File: src/rtl/reg_file_swap.sv
`default_nettype none
// reg_file_swap: 2**AW x W register file, two combinational read ports, one write
// port, optional write bypass and a two-cycle hardware swap. Rev 1.0
module reg_file_swap #(
  parameter int W      = 8,
  parameter int AW     = 2,
  parameter int BYPASS = 1
) (
  input  logic          clk,
  input  logic          reset,
  input  logic          wr_en,
  input  logic [AW-1:0] wr_addr,
  input  logic [W-1:0]  dat_in,
  input  logic [AW-1:0] rd_addrA,
  input  logic [AW-1:0] rd_addrB,
  output logic [W-1:0]  datA_out,
  output logic [W-1:0]  datB_out,
  input  logic          swap_req,
  input  logic [AW-1:0] swap_a,
  input  logic [AW-1:0] swap_b,
  output logic          busy,
  output logic          swap_done,
  output logic          wr_drop
);

  localparam int C_DEPTH = 1 << AW;

  typedef enum logic [1:0] {
    ST_IDLE  = 2'd0,
    ST_SWAP1 = 2'd1,
    ST_SWAP2 = 2'd2
  } state_t;

  state_t        r_state;
  state_t        w_state_nxt;
  logic [W-1:0]  r_core [C_DEPTH];
  logic [W-1:0]  r_tmp;
  logic [AW-1:0] r_a;
  logic [AW-1:0] r_b;
  logic          r_swap_done;
  logic          r_wr_drop;
  logic          w_idle;
  logic          w_wr_acc;

  assign w_idle   = (r_state == ST_IDLE);
  assign w_wr_acc = wr_en & w_idle & ~swap_req;

  always_ff @(posedge clk) begin
    if (reset) r_state <= ST_IDLE;
    else       r_state <= w_state_nxt;
  end

  always_comb begin
    w_state_nxt = r_state;
    case (r_state)
      ST_IDLE:  if (swap_req) w_state_nxt = ST_SWAP1;
      ST_SWAP1: w_state_nxt = ST_SWAP2;
      ST_SWAP2: w_state_nxt = ST_IDLE;
      default:  w_state_nxt = ST_IDLE;
    endcase
  end

  // Swap goes through the single write port: a->tmp/b->a first, then tmp->b.
  always_ff @(posedge clk) begin
    if (reset) begin
      for (int i = 0; i < C_DEPTH; i++) r_core[i] <= '0;
      r_tmp       <= '0;
      r_a         <= '0;
      r_b         <= '0;
      r_swap_done <= 1'b0;
      r_wr_drop   <= 1'b0;
    end else begin
      r_swap_done <= (r_state == ST_SWAP2);
      r_wr_drop   <= wr_en & ~w_wr_acc;
      case (r_state)
        ST_IDLE: begin
          if (swap_req) begin
            r_a <= swap_a;
            r_b <= swap_b;
          end else if (wr_en) begin
            r_core[wr_addr] <= dat_in;
          end
        end
        ST_SWAP1: begin
          r_tmp       <= r_core[r_a];
          r_core[r_a] <= r_core[r_b];
        end
        ST_SWAP2: r_core[r_b] <= r_tmp;
        default: ;
      endcase
    end
  end

  generate
    if (BYPASS != 0) begin : g_bypass
      assign datA_out = (w_wr_acc && wr_addr == rd_addrA) ? dat_in : r_core[rd_addrA];
      assign datB_out = (w_wr_acc && wr_addr == rd_addrB) ? dat_in : r_core[rd_addrB];
    end else begin : g_no_bypass
      assign datA_out = r_core[rd_addrA];
      assign datB_out = r_core[rd_addrB];
    end
  endgenerate

  assign busy      = ~w_idle;
  assign swap_done = r_swap_done;
  assign wr_drop   = r_wr_drop;

endmodule
`default_nettype wire

File: config.mk
export PLATFORM = sky130hd
export DESIGN_NAME = reg_file_swap
export DESIGN_NICKNAME = d
export VERILOG_FILES = /design/src/rtl/reg_file_swap.sv
export SDC_FILE = /design/constraint.sdc
export NUM_CORES = 1
export LEC_CHECK = 0
export CAP_MARGIN = 20
export CORE_MARGIN = 2
export CORE_UTILIZATION = 50
export DETAILED_ROUTE_END_ITERATION = 10
export MAX_ROUTING_LAYER = met4
export PLACE_DENSITY = 0.85
export REMOVE_ABC_BUFFERS = 1
export SLEW_MARGIN = 25
export SYNTH_ARGS = -nofsm -noshare
export SYNTH_HDL_FRONTEND = slang
export SYNTH_SLANG_ARGS = --single-unit
File: constraint.sdc
create_clock -name clk -period 2.05 [get_ports clk]
set_input_delay 0.3075 -clock clk [delete_from_list [all_inputs] [get_ports clk]]
set_output_delay 0.3075 -clock clk [all_outputs]
set_load 0.01 [all_outputs]
==> impl_metrics.prom <==
# TYPE chip_impl_metric gauge
chip_impl_info{name="status",value="finished, violations left"} 1
chip_impl_metric{name="place.detailed.hpwl",unit="um"} 6020
chip_impl_metric{name="gp_congestion",unit=""} 0.959
chip_impl_info{name="failed_checks",value="setup timing"} 1
chip_impl_info{name="cts-root-buf",value="clkbuf_8"} 1
chip_impl_info{name="timing.hold.worst.class",value="flip-flop to flip-flop"} 1
chip_impl_metric{name="fin_worst_hold_slack",unit="ns"} 0.471
chip_impl_metric{name="synth_sequential_area_ratio",unit="%"} 44.7
chip_impl_metric{name="clock_sinks",unit=""} 50
chip_impl_metric{name="grt_antenna_before_repair",unit=""} 0
chip_impl_metric{name="cts-buffers-inserted",unit=""} 5
chip_impl_info{name="synthTopCellsByCount",value="32 x edfxtp_1, 32 x mux4_2, 26 x nand2_1"} 1
chip_impl_metric{name="clock_latency",unit="ns"} 0.31
chip_impl_metric{name="postSynthRegisterBits",unit=""} 50
chip_impl_metric{name="ant_nets",unit=""} 0
chip_impl_metric{name="syn_area",unit="sq mm"} 0.00295
chip_impl_metric{name="worstMarginPinSlew",unit="ns"} 0.567
chip_impl_metric{name="number_of_global_route_vias_before_repair",unit=""} 2392
chip_impl_info{name="critPathKind",value="flip-flop to primary output"} 1
chip_impl_info{name="grt_setup_unrepaired",value="yes"} 1
chip_impl_metric{name="routed_wire_length_per_instance",unit="um"} 23.4
chip_impl_metric{name="p_leak",unit="uW"} 0.00155
chip_impl_metric{name="drv_cap",unit=""} 0
chip_impl_info{name="endpoint_kind",value="primary output"} 1
chip_impl_metric{name="placement.io_buffers",unit=""} 40
chip_impl_metric{name="irDropWorstVdd",unit="uV"} 288
chip_impl_metric{name="core_area",unit="sq mm"} 0.00561
chip_impl_metric{name="grt_first_pass_wirelength",unit="um"} 12500
chip_impl_metric{name="global_route.overflow_total",unit=""} 0
chip_impl_info{name="post_synth_main_area_contributors",value="edfxtp_1 33%, mux4_2 24%, dfxtp_1 12%"} 1
chip_impl_metric{name="timing.final.setup_violations",unit=""} 8
chip_impl_metric{name="detailroute.via_count",unit=""} 2454
chip_impl_metric{name="die_w",unit="um"} 80.9
chip_impl_metric{name="final.period_utilization",unit="%"} 102
chip_impl_metric{name="synth_cells",unit=""} 229
chip_impl_info{name="tritoncts",value="built"} 1
chip_impl_metric{name="yosysUniqueCellTypes",unit=""} 31
chip_impl_metric{name="final_max_slew_viol_count",unit=""} 0
chip_impl_metric{name="totalWireLength",unit="um"} 8860
chip_impl_info{name="dominantRegCellSynth",value="edfxtp_1"} 1
chip_impl_metric{name="async_reset_ff_share",unit="%"} 0
chip_impl_info{name="yosys.area.top_type",value="edfxtp_1"} 1
chip_impl_metric{name="deepest_clock_path_buffer_count",unit=""} 2
chip_impl_info{name="worstSetupStartpointType",value="flip-flop"} 1
chip_impl_metric{name="drt_drc_violations_left",unit=""} 0
chip_impl_metric{name="design_power_total",unit="uW"} 2600
chip_impl_metric{name="design.die.area",unit="sq mm"} 0.00654
chip_impl_metric{name="area.growth.synth_to_final",unit="%"} 35.1
chip_impl_metric{name="finalWorstSetupSlack",unit="ns"} -0.0314
chip_impl_metric{name="tns",unit="ns"} -0.0915
chip_impl_metric{name="synth.avg_cell_area",unit="sq um"} 12.9
chip_impl_metric{name="diodes",unit=""} 0
chip_impl_metric{name="critPathArrivalTime",unit="ns"} 1.77
chip_impl_metric{name="headroom_to_the_max_slew_limit",unit="%"} 62.1
chip_impl_metric{name="synth.top_cell.area_share",unit="%"} 32.5
chip_impl_metric{name="drive_gt1_share",unit="%"} 43.6
chip_impl_metric{name="cts_hold_buf",unit=""} 0
chip_impl_metric{name="worst-path-max-fanout",unit=""} 7
chip_impl_metric{name="grt_max_degree",unit=""} 17
chip_impl_metric{name="post_layout_minimum_cycle_time",unit="ns"} 2.08
chip_impl_metric{name="clock.fmax",unit="MHz"} 480
chip_impl_metric{name="initial_core_util",unit="%"} 52.7
chip_impl_metric{name="path_clk_slew",unit="ns"} 0.10
chip_impl_metric{name="timing.clock.skew",unit="ns"} 0.00659
chip_impl_metric{name="global_route.usage.total",unit="%"} 27.1
chip_impl_metric{name="finalHoldViolCount",unit=""} 0
chip_impl_metric{name="cp_data_required_time",unit="ns"} 1.74
chip_impl_metric{name="fin_nets",unit=""} 328
chip_impl_metric{name="detailedRoute.firstPassIterationCount",unit=""} 5
chip_impl_metric{name="viasPerCell",unit=""} 6.47
chip_impl_metric{name="power.density",unit="mW/mm^2"} 652
chip_impl_metric{name="std_cell_rows",unit=""} 27
chip_impl_metric{name="die_h",unit="um"} 80.9
chip_impl_metric{name="synth.yosys.warnings",unit=""} 0
chip_impl_metric{name="synth_edf_count",unit=""} 32
chip_impl_metric{name="ioPinCount",unit=""} 41
chip_impl_metric{name="drt_iter0_drcs",unit=""} 426
chip_impl_metric{name="h-tree-depth",unit=""} 2
[kinds of logic after synthesis]
kind of cell | share of synthesized area (%)
flops | 44.7
simple gates | 11.6
buf+inv | 4.70
xor+xnor | 1.19
mux | 30.5
compound gates | 7.25
[path summary, 6_finish.rpt]
kind / from / endpoint / slack [ns] / cells after the start
worst max-delay path: r_state[0] / datB_out[6] / -0.03 / 6
worst min-delay path: r_tmp[4] / r_tmp[4] / 0.47 / 2
worst max register to register: r_state[0] / r_core[1][3] / 0.06 / 7
worst min register to register: r_tmp[4] / r_tmp[4] / 0.47 / 2
[cells in the final DEF, fill, tap and decap left out, types with 3 or more instances in the layout]
cell type         n
a21oi_1          13
nor2_1           20
buf_12            5
clkdlybuf4s50_1  16
clkbuf_8          5
xnor2_1           3
mux2_2           14
mux4_2           32
inv_1            10
dfxtp_1          16
buf_6            17
a222oi_1          8
edfxtp_1         32
nand3_1           4
dlygate4sd2_1     6
nor3_1            8
buf_4            38
nand2_1          26
[critical path, cell delays in order (launching register included)]
cell and delay (ns):
dfxtp_2 0.34, nor4b_4 0.27, buf_4 0.18, nand3_4 0.07
buf_8 0.16, mux2_4 0.31, buf_6 0.13
[flip-flops by register name (all words and copies together) (netlist names), named ones only]
register and cells:
r_core 32, r_b 2, swap_done 1, r_a 2, wr_drop 1, r_state 2, r_tmp 8
[repair_timing]
action                                  CTS  global route
setup buffers                             4             1
cloned                                    2             0
hold endpoints to repair                  0             0
gates resized for setup                  88            19
pin swaps                                 2             1
endpoints found under the setup margin   18            24
[layout make-up]
type,instances,area [sq um]
inverters,10,37.5
flip-flops and latches,50,1320
clock buffers,5,68.8
fillers,360,1620
repair buffers,88,891
well taps,72,90.1
multi-input cells,151,1530
clock inverters,3,43.8
[metal layers]
layer	part of all wire (%)	track usage, %	up-vias
met4	3.4	9.66	0
met5	0	-	-
li1	-	-	1046
met1	37	34.7	1211
met3	10	3.22	31
met2	50	45.1	166
[through the flow]
stage	cell area, sq um	util (%)	instances	setup WS, ns
global placement	3730	66.6	367	-0.523
CTS	3900	69.5	378	-0.0695
global route	3990	71.1	379	-0.113
finish	3990	71.1	379	-0.0314
floorplan	2850	-	211	-0.565
detailed placement	3730	66.6	367	-0.551
[report_power, final]
part | leakage [uW] | internal [uW] | switching (uW) | total, uW
logic | 0.00101 | 383 | 283 | 666
registers | 0.000481 | 1150 | 73.9 | 1220
clock network | 0.0000585 | 366 | 351 | 717
total | 0.00155 | 1890 | 708 | 2600
Note: power is estimated with default switching activity, not from simulation.
